## config.mk

```make
export PLATFORM = sky130hd
export DESIGN_NAME = w_ptr_ctrl_lvl
export DESIGN_NICKNAME = d
export VERILOG_FILES = /design/src/rtl/fifo_pkg.sv /design/src/rtl/binary_to_gray.sv /design/src/rtl/sync_n_stage.sv /design/src/rtl/w_ptr_ctrl_lvl.sv
export SDC_FILE = /design/constraint.sdc
export NUM_CORES = 1
export LEC_CHECK = 0
export BUFFER_PORTS_ARGS = -buffer_cell sky130_fd_sc_hd__buf_2
export CAP_MARGIN = 20
export CORE_MARGIN = 2
export CORE_UTILIZATION = 52
export CTS_CLUSTER_SIZE = 14
export DETAILED_ROUTE_END_ITERATION = 10
export PLACE_DENSITY_LB_ADDON = 0.2
export SYNTH_ARGS = -nofsm -noshare
export SYNTH_HDL_FRONTEND = slang
export SYNTH_SLANG_ARGS = --single-unit
```

## constraint.sdc

```tcl
create_clock -name w_clk -period 2.95 [get_ports w_clk]
set_clock_uncertainty 0.15 [all_clocks]
set_input_delay 0.295 -clock w_clk [delete_from_list [all_inputs] [get_ports w_clk]]
set_output_delay 0.295 -clock w_clk [all_outputs]
set_load 0.01 [all_outputs]
```

## src/rtl/fifo_pkg.sv

```systemverilog
// Shared helpers for the dual-clock FIFO: Gray/binary conversion and depth constants.
package fifo_pkg;

    localparam int unsigned CONV_W       = 32;
    localparam int unsigned ADDRESS_SIZE = 4;
    localparam int unsigned DEPTH        = 2 ** ADDRESS_SIZE;

    // Narrower values are zero-extended into CONV_W; the leading zeros leave the result unchanged.
    function automatic logic [CONV_W-1:0] gray_to_binary(input logic [CONV_W-1:0] g);
        logic [CONV_W-1:0] b;
        b[CONV_W-1] = g[CONV_W-1];
        for (int i = CONV_W - 2; i >= 0; i--) begin
            b[i] = b[i+1] ^ g[i];
        end
        return b;
    endfunction

    function automatic logic [CONV_W-1:0] bin2gray(input logic [CONV_W-1:0] b);
        return b ^ (b >> 1);
    endfunction

endpackage

```

## src/rtl/binary_to_gray.sv

```systemverilog
// Combinational binary-to-Gray converter.
module binary_to_gray
    import fifo_pkg::*;
#(
    parameter int unsigned WIDTH = 5
) (
    input  logic [WIDTH-1:0] bin,
    output logic [WIDTH-1:0] gray_c
);

    assign gray_c = WIDTH'(bin2gray(CONV_W'(bin)));

endmodule

```

## src/rtl/sync_n_stage.sv

```systemverilog
// STAGES-deep multi-bit synchronizer with synchronous active-low reset.
module sync_n_stage #(
    parameter int unsigned STAGES = 2,
    parameter int unsigned WIDTH  = 5
) (
    input  logic             clk,
    input  logic             rst_n,
    input  logic [WIDTH-1:0] d,
    output logic [WIDTH-1:0] q
);

    logic [WIDTH-1:0] stages [STAGES];

    always_ff @(posedge clk) begin
        if (!rst_n) begin
            for (int i = 0; i < int'(STAGES); i++) begin
                stages[i] <= '0;
            end
        end else begin
            stages[0] <= d;
            for (int i = 1; i < int'(STAGES); i++) begin
                stages[i] <= stages[i-1];
            end
        end
    end

    assign q = stages[STAGES-1];

endmodule

```

## src/rtl/w_ptr_ctrl_lvl.sv

```systemverilog
// Write-domain pointer controller: Gray/binary write pointers, synchronized read pointer,
// registered fill level, full/almost-full flags and a sticky overflow flag.
module w_ptr_ctrl_lvl
    import fifo_pkg::*;
#(
    parameter int unsigned ADDRESS_SIZE = 4,
    parameter int unsigned SYNC_STAGES  = 2,
    parameter int unsigned AF_THRESHOLD = 14
) (
    input  logic                  w_clk,
    input  logic                  wrst_n,
    input  logic                  w_en,
    input  logic                  w_ovf_clr,
    input  logic [ADDRESS_SIZE:0] r_ptr,
    output logic [ADDRESS_SIZE:0] w_ptr,
    output logic [ADDRESS_SIZE-1:0] w_addr,
    output logic                  w_full,
    output logic                  w_almost_full,
    output logic [ADDRESS_SIZE:0] w_level,
    output logic                  w_overflow
);

    localparam int unsigned PW = ADDRESS_SIZE + 1;

    logic [PW-1:0] w_bin;
    logic [PW-1:0] w_bnext;
    logic [PW-1:0] w_gnext;
    logic [PW-1:0] rq_gray;
    logic [PW-1:0] rq_bin;
    logic [PW-1:0] lvl_next;
    logic          wr_ok;
    logic          full_next;
    logic          af_next;

    sync_n_stage #(
        .STAGES (SYNC_STAGES),
        .WIDTH  (PW)
    ) u_rsync (
        .clk   (w_clk),
        .rst_n (wrst_n),
        .d     (r_ptr),
        .q     (rq_gray)
    );

    binary_to_gray #(
        .WIDTH (PW)
    ) u_b2g (
        .bin    (w_bnext),
        .gray_c (w_gnext)
    );

    assign wr_ok    = w_en & ~w_full;
    assign w_bnext  = w_bin + PW'(wr_ok);
    assign rq_bin   = PW'(gray_to_binary(CONV_W'(rq_gray)));
    assign lvl_next = w_bnext - rq_bin;
    // Full when the write pointer is exactly one lap ahead: top two Gray bits inverted, rest equal.
    assign full_next = (w_gnext == {~rq_gray[PW-1:PW-2], rq_gray[PW-3:0]});
    assign af_next   = (lvl_next >= PW'(AF_THRESHOLD));
    assign w_addr    = w_bin[ADDRESS_SIZE-1:0];

    always_ff @(posedge w_clk) begin
        if (!wrst_n) begin
            w_bin         <= '0;
            w_ptr         <= '0;
            w_full        <= 1'b0;
            w_almost_full <= 1'b0;
            w_level       <= '0;
            w_overflow    <= 1'b0;
        end else begin
            w_bin         <= w_bnext;
            w_ptr         <= w_gnext;
            w_full        <= full_next;
            w_almost_full <= af_next;
            w_level       <= lvl_next;
            // Set takes priority over clear on the same edge.
            if (w_en & w_full) begin
                w_overflow <= 1'b1;
            end else if (w_ovf_clr) begin
                w_overflow <= 1'b0;
            end
        end
    end

endmodule

```

# Yosys cells after proc, flatten, opt, wreduce, memory -nomap -nowiden

Memory sizes are Yosys's and may differ from the RTL's.
Cells that the tools add are included.

Add/sub/neg operators: 2
$lt $le $gt $ge: 1
Eq/ne operators: 1
Muxes and demuxes: 6
Bitwise logic cells: 11
Reduce and logical (&&, ||, !) cells: 1

Operators with widths:

| kind                                                                                 | count |
|---|---|
| 5-bit two-way mux                                                                    | 2 |
| 5-bit by 1-bit adder with 5-bit output                                               | 1 |
| 5-bit equality test                                                                  | 1 |
| 5-bit by 4-bit greater-or-equal comparator with 1-bit output (second input constant) | 1 |
| 5-bit subtractor                                                                     | 1 |
| 5-bit by 4-bit XOR with 5-bit output                                                 | 1 |
| 1-bit two-way mux                                                                    | 4 |
| 1-bit XOR                                                                            | 4 |
| 1-bit AND                                                                            | 2 |
| 2-bit inverter                                                                       | 1 |
| 1-bit bitwise OR                                                                     | 2 |
| 2-bit nonzero test                                                                   | 1 |
| 1-bit inverter                                                                       | 1 |

Bits in registers: 18
Memory bits (writable): 10
Input bits: 9
Output and inout bits: 17
Memories: 1

Memory list:

| memory         | depth | bits a word | read ports | clocked after Yosys merged registers in | write ports | line               | source |
|---|---|---|---|---|---|---|---|
| u_rsync.stages | 2     | 5           | 2          | 0                                       | 2           | sync_n_stage.sv:12 | `logic [WIDTH-1:0] stages [STAGES];` |

# Depth between registers and ports, before layout

Gate-level depths: netlist of run 1.

Depth after elaboration: 6
Depth in mapped cells: 11

# Modules after synthesis

From an unflattened synthesis of run 1, not the netlist that was laid out.

Cells, all modules: 110
Area, all modules: 1191.1 µm²

By module, submodules not included:

| module         | instances | cells an instance | area an instance (µm²) |
|---|---|---|---|
| w_ptr_ctrl_lvl | 1         | 80                | 848.3 |
| sync_n_stage   | 1         | 25                | 300.3 |
| binary_to_gray | 1         | 5                 | 42.5 |

# Least setup slack after synthesis of run 1

Ideal clock, no wire load.

Kind: register -> register
Start: memory u_rsync.stages[1][4], in the netlist u_rsync.stages[0][9]
End: register w_almost_full
Library setup time: 117 ps
Arrival time: 2207 ps
Slack: 476 ps
Stages on the path, launching flop included: 12
Buffers on the path: 0
Cells stage by stage: dfxtp_1 xnor2_2 xor2_2 xor2_1 xnor2_1 ha_1 fa_1 inv_1 a21o_1 a21oi_1 xor2_1 a32o_1

RTL lines:

| element                | line                 | source |
|---|---|---|
| start: declaration     | sync_n_stage.sv:12   |  |
| end signal: assignment | w_ptr_ctrl_lvl.sv:73 | `w_almost_full <= af_next;` |
| end: declaration       | w_ptr_ctrl_lvl.sv:18 | `output logic w_almost_full,` |

==> impl_results.md, run 1 <==
* Max cap viols at 0
* Yosys warns at 0
* Yosys top cell area share at 46.40%
* Post-placement setup slack at 262.9 ps
* Adder-Cell Fraction of Synth Area at 8.163%
* Sequential share of the synthesized area at 46.40%
* Hold Fails Final Rpt at 0
* Slew Limit Fails at 0
* Core ar. at 0.002170 sq mm
* # rows at 17
* CP max FO at 3
* Initial Utilization at 53.69%
* Seq cells post-synth at 27
* Largest area contributor in the netlist: dfxtp_1
* Die area at 0.002635 sq mm
* First-pass GRT wire length at 3.236 mm
* WS Path Type: reg2reg
* Avg Cell Area, Syn at 10.49 sq um
* Required time of the critical path at 3020 ps
* Congestion Overflow GR at 0
* Post-CTS Repair Setup Buffers at 0
* Largest family of logic cells by synthesized area: simple AND/OR/NAND/NOR gates
* PostCTS Resize Cnt at 0
* Relative slew margins at 77.30%
* Peak VDD IR at 311.5 uV
* Hold depth at 2
* Worst-skew pair later-pin latency at 310 ps
* Status: complete, no violations
* Clk root buf: clkbuf_4
* CTS clk-pin slew, worst paths at 130 ps
* Total global-route track usage at 16.84%
* Endpoints failing setup at 0
* Final worst path period need at 2705 ps
* Non-filler cells in the finished layout at 168
* CTS buffer count at 3
* CTS Hold Bufs at 0
* DRC at 0
* Critical Path Sink Type: flop
* Vias in the first global route at 787
* RSZ-0062 raised after global routing: false
* Layout cells sized above 1 at 24.29%
* Fmax at 369.7 MHz
* Post-synthesis net count at 127
* Final Cycle Share at 91.68%
* Post-Route WL at 1.888 mm
* Mapped Area at 0.001165 sq mm
* Hold/Removal Path Class: in2reg
* Avg WL per Cell at 11.24 microns
* Pin count of the biggest net entering global routing at 28
* Area growth, synth to finish at 16.65%
* I/O Pins at 26
* First DRT Iteration DRCs at 3
* Leakage at 0.0006350 uW
* Synthesized netlist cell count at 111
* # H-tree levels at 1
* R2R cell count at 11
* GPL Wtd Cong at 0.7742
* Synth Area in XOR/XNOR at 17.72%
* Nets at 157
* DRT Pass-1 Iters at 4
* Hold slack final at 23.56 ps
* DRT antenna net count at 0
* Worst-Margin Slew at 340.5 ps
* Compound-Gate Fraction of Synth Area at 5.800%
* Simple-Gate Fraction of Synth Area at 17.83%
* CTS tree: built
* Worst Path Arrival at 2780 ps
* IO Port Bufs at 25
* N_diodes at 0
* Top cells by area, synth: dfxtp_1, and2_1, xnor2_1, ha_1, xor2_1
* Via count at 801
* Setup TNS at 0 ps
* Placed cells at 164
* Mux share of post-synthesis cell area at 0.8593%
* Post-synth cell types at 23
* Startpoint types: flop
* Worst setup margin at 245.4 ps
* Die width at 51.33 microns
* Pwr/cell area at 544.4 mW/mm^2
* Vias/cell at 4.768
* CTS Buffer Depth at 2
* HPWL after DPL at 1.470 mm
* Die height at 51.33 microns
* Initial antenna violation count at 0
* Clock sinks at 27
metal layers:
metal,share of wire (%),up-vias,wire (microns),GRT usage (%)
met1,45,372,859,19.41
met2,48,21,914,29.00
met4,1.1,0,21,9.211
met5,0,-,0,0
li1,-,406,-,-
met3,5.0,2,94,3.509
registers in the layout, summed over array words and instances, names as in the netlist:
signal,cells
u_rsync.stages,10
w_almost_full,1
w_bin,4
w_full,1
w_level,5
w_overflow,1
w_ptr,5
Yosys cell counts (all sizes together):
master and count:
xnor2 14, nor3 1, a32o 1, nor2 1
dfxtp 27, inv 8, nand2b 1, and2 21
nand3 2, xor2 7, nand2 4, ha 6
clkbuf 2, fa 1, o211ai 1, nand4 1
nor2b 4, mux2i 1, a21o 2, a21oi 4
a21boi 2
kinds of logic after synthesis:
logic type      count (synthesis)
xor+xnor                       21
mux                             1
flops                          27
compound gates                 10
buf+inv                        10
simple gates                   35
fa+ha+maj                       7
path summary, 6_finish.rpt:
check                                          start                   end  slack, ps
worst max register to register  u_rsync.stages[0][9]         w_almost_full        250
worst min register to register  u_rsync.stages[0][4]  u_rsync.stages[0][9]        300
worst min-delay path                        r_ptr[4]  u_rsync.stages[0][4]         20
worst max-delay path            u_rsync.stages[0][9]         w_almost_full        250
metrics by stage:
stage / instance area (sq um) / util [%] / power [uW]
2_1_floorplan: 1165 / - / 542.7
3_3_place_gp: 1333 / 61.42 / 592.4
3_5_place_dp: 1333 / 61.42 / 598.7
4_1_cts: 1359 / 62.63 / 752.8
5_1_grt: 1359 / 62.63 / 792.1
6_report: 1359 / 62.63 / 739.8
critical path: stages, from the launching register on:
cell	delay, ps
dfxtp_1	370
xnor2_2	240
xor2_2	190
xor2_1	300
xnor2_1	110
ha_1	210
fa_1	410
inv_1	90
a21o_1	120
a21oi_1	70
xor2_1	150
a32o_1	210
cell usage in the layout, fill, tap and decap left out:
master    count
xor2_1        5
clkbuf_4      3
ha_1          6
inv_1         8
nor2b_1       4
xnor2_1      13
and2_1       21
a21oi_1       4
clkbuf_1      1
nor3_2        1
a21o_1        2
nand2_1       4
fa_1          1
o211ai_1      1
nand3_1       2
nand2b_1      1
dfxtp_1      27
xor2_2        2
a21boi_0      2
buf_2        25
nor2_1        1
buf_4         2
nand4_1       1
a32o_1        1
xnor2_2       1
mux2i_1       1
power by group:
part	internal, uW	total [uW]	switching, uW
registers	397	410	12.4
clock network	52.9	152	99.0
logic	88.8	178	89.6
layout make-up:
class / count / area [sq um]
Timing Repair Buffer: 27 / 140.1
Inverter: 8 / 30.03
Clock buffer: 4 / 26.28
Tap cell: 28 / 35.03
Multi-Input combinational cell: 74 / 586.8
Fill cell: 198 / 810.8
Sequential cell: 27 / 540.5
Power figures use the tool's default switching activity.
==> inputs of run 2 (changes only) <==
Settings changed: MAX_ROUTING_LAYER set to met4.
==> impl_results.md, run 2 (synthesized netlist as in run 1, its figures left out) <==
* Status: complete, no violations
* CTS buffer count at 3 (unchanged)
* Leakage at 0.0006350 uW (unchanged)
* Worst-Margin Slew at 340.6 ps (+0.1268 ps)
* Critical Path Sink Type: flop
* CTS Hold Bufs at 0 (unchanged)
* Hold/Removal Path Class: in2reg
* Most used cell, CP: xor2_1
* Slew Limit Fails at 0 (unchanged)
* CP max stage delay at 410 ps (about the same)
* Cell Int Power at 538.8 uW (about the same)
* Vias in the first global route at 786 (-0.13%)
* DRT Pass-1 Iters at 4 (unchanged)
* CTS tree: built
* Placed cells at 164 (unchanged)
* Final Cell Area at 0.001359 sq mm (unchanged)
* I/O Pins at 26 (unchanged)
* Initial antenna violation count at 0 (unchanged)
* Fmax at 370.2 MHz (+0.13%)
* # H-tree levels at 1 (unchanged)
* Nets at 157 (unchanged)
* Area growth, synth to finish at 16.65% (unchanged)
* WS Path Type: reg2reg
* Layout cells sized above 1 at 24.29% (unchanged)
* # rows at 17 (unchanged)
* Clk root buf: clkbuf_4
* Peak VDD IR at 311.8 uV (about the same)
* NetSw at 201.2 uW (+0.11%)
* Post-Route WL at 1.875 mm (-0.69%)
* Startpoint types: flop
* Worst-skew pair later-pin latency at 310 ps (about the same)
* Hold Fails Final Rpt at 0 (unchanged)
* Core ar. at 0.002170 sq mm (unchanged)
* Biggest register: u_rsync.stages
* CTS Buffer Depth at 2 (unchanged)
* Die height at 51.33 microns (unchanged)
* Vias/cell at 4.780 (+0.25%)
* Worst path slowest cell: fa_1
* R2R Setup Slk at 250 ps (about the same)
* Avg WL per Cell at 11.16 microns (-0.69%)
* Power share of the clock group at 20.6% (about the same)
* PostCTS Resize Cnt at 0 (unchanged)
* Congestion Overflow GR at 0 (unchanged)
* Pwr/cell area at 544.6 mW/mm^2 (about the same)
* CTS clk-pin slew, worst paths at 130 ps (about the same)
* Area of the multi-input gates at 586.8 sq um (unchanged)
* Relative slew margins at 77.29% (about the same)
* Endpoints failing setup at 0 (unchanged)
* IO Port Bufs at 25 (unchanged)
* R2R cell count at 11 (unchanged)
* Post-CTS Repair Setup Buffers at 0 (unchanged)
* Register share of total power at 55.3% (about the same)
* CP max FO at 3 (unchanged)
* Biggest regs: u_rsync.stages x10, w_level x5, w_ptr x5
* Final Cycle Share at 91.56% (-0.12 points)
* Switching Share at 27.19% (about the same)
* RSZ-0062 raised after global routing: false
* Pin count of the biggest net entering global routing at 28 (unchanged)
* Total global-route track usage at 17.29% (+0.45 points)
* Required time of the critical path at 3020 ps (about the same)
* DRC at 0 (unchanged)
* Commonest non-fill, non-tap cells in the layout: dfxtp_1, buf_2, and2_1, xnor2_1, inv_1
* Area after DPL at 0.001333 sq mm (unchanged)
* HPWL after DPL at 1.470 mm (unchanged)
* Die area at 0.002635 sq mm (unchanged)
* Setup TNS at 0 ps (unchanged)
* Combinational power share at 24.1% (about the same)
* Worst path cell trace: xnor2_2 -> xor2_2 -> xor2_1 -> xnor2_1 -> ha_1 -> fa_1 -> inv_1 -> a21o_1 -> a21oi_1 -> xor2_1 -> a32o_1
* Clock sinks at 27 (unchanged)
* First DRT Iteration DRCs at 3 (unchanged)
* GPL Wtd Cong at 0.7848 (+1.4%)
* N_diodes at 0 (unchanged)
* Hold depth at 2 (unchanged)
* Non-filler cells in the finished layout at 168 (unchanged)
* Final worst path period need at 2701 ps (-3.528 ps)
* Initial Utilization at 53.69% (unchanged)
* Die width at 51.33 microns (unchanged)
* First-pass GRT wire length at 3.236 mm (unchanged)
* FF/Latch Area at 540.5 sq um (unchanged)
* Most common cell after layout, fill and taps aside: dfxtp_1
* DRT antenna net count at 0 (unchanged)
* Max cap viols at 0 (unchanged)
* Via count at 803 (+0.25%)
* Worst Path Arrival at 2770 ps (about the same)
* Final-layout fill cell count at 198 (unchanged)
* Largest register FFs at 10 (unchanged)
==> run 2: power groups by stage <==
stage,logic [uW],clock network (uW),registers [uW]
6_report,178,152,409
5_1_grt,201,178,413
4_1_cts,181,162,410
3_5_place_dp,180,0,419
3_3_place_gp,175,0,417
2_1_floorplan,111,0,432
==> run 2: worst paths after layout <==
path                                           start              endpoint
worst max register to register  u_rsync.stages[0][9]         w_almost_full
worst min register to register  u_rsync.stages[0][4]  u_rsync.stages[0][9]
worst max-delay path            u_rsync.stages[0][9]         w_almost_full
worst min-delay path                        r_ptr[4]  u_rsync.stages[0][4]
==> run 2: area by class of cell <==
class                           count  area share (%)
Multi-Input combinational cell     74           43.19
Sequential cell                    27           39.78
Timing Repair Buffer               27           10.31
Tap cell                           28           2.578
Inverter                            8           2.210
Clock buffer                        4           1.934
==> run 2: worst max-delay path: cells and delay by family, from the launching register on <==
family / cells / cell delay [ps]
AOI/OAI and AO/OA: 3 / 400
xor gates and xnor gates: 5 / 990
adders and majority gates: 2 / 620
buffers and inverters: 1 / 90
DFF: 1 / 370
==> run 2: routing by layer <==
layer,vias up,part of all wire (%),track usage [%]
met5,-,0,-
met4,0,1.0,9.211
met3,2,4.9,3.509
met2,23,49,29.00
met1,372,45,19.41
li1,406,-,-
==> run 2: metrics by stage <==
stage	utilization, %	hold slack (ps)	setup slack [ps]	power, uW
floorplan	-	261.9	476.0	542.7
global placement	61.42	264.9	313.2	592.4
detailed placement	61.42	272.2	262.9	598.7
CTS	62.63	9.584	238.5	752.8
global route	62.63	2.430	107.9	792.1
finish	62.63	22.40	248.9	740.0
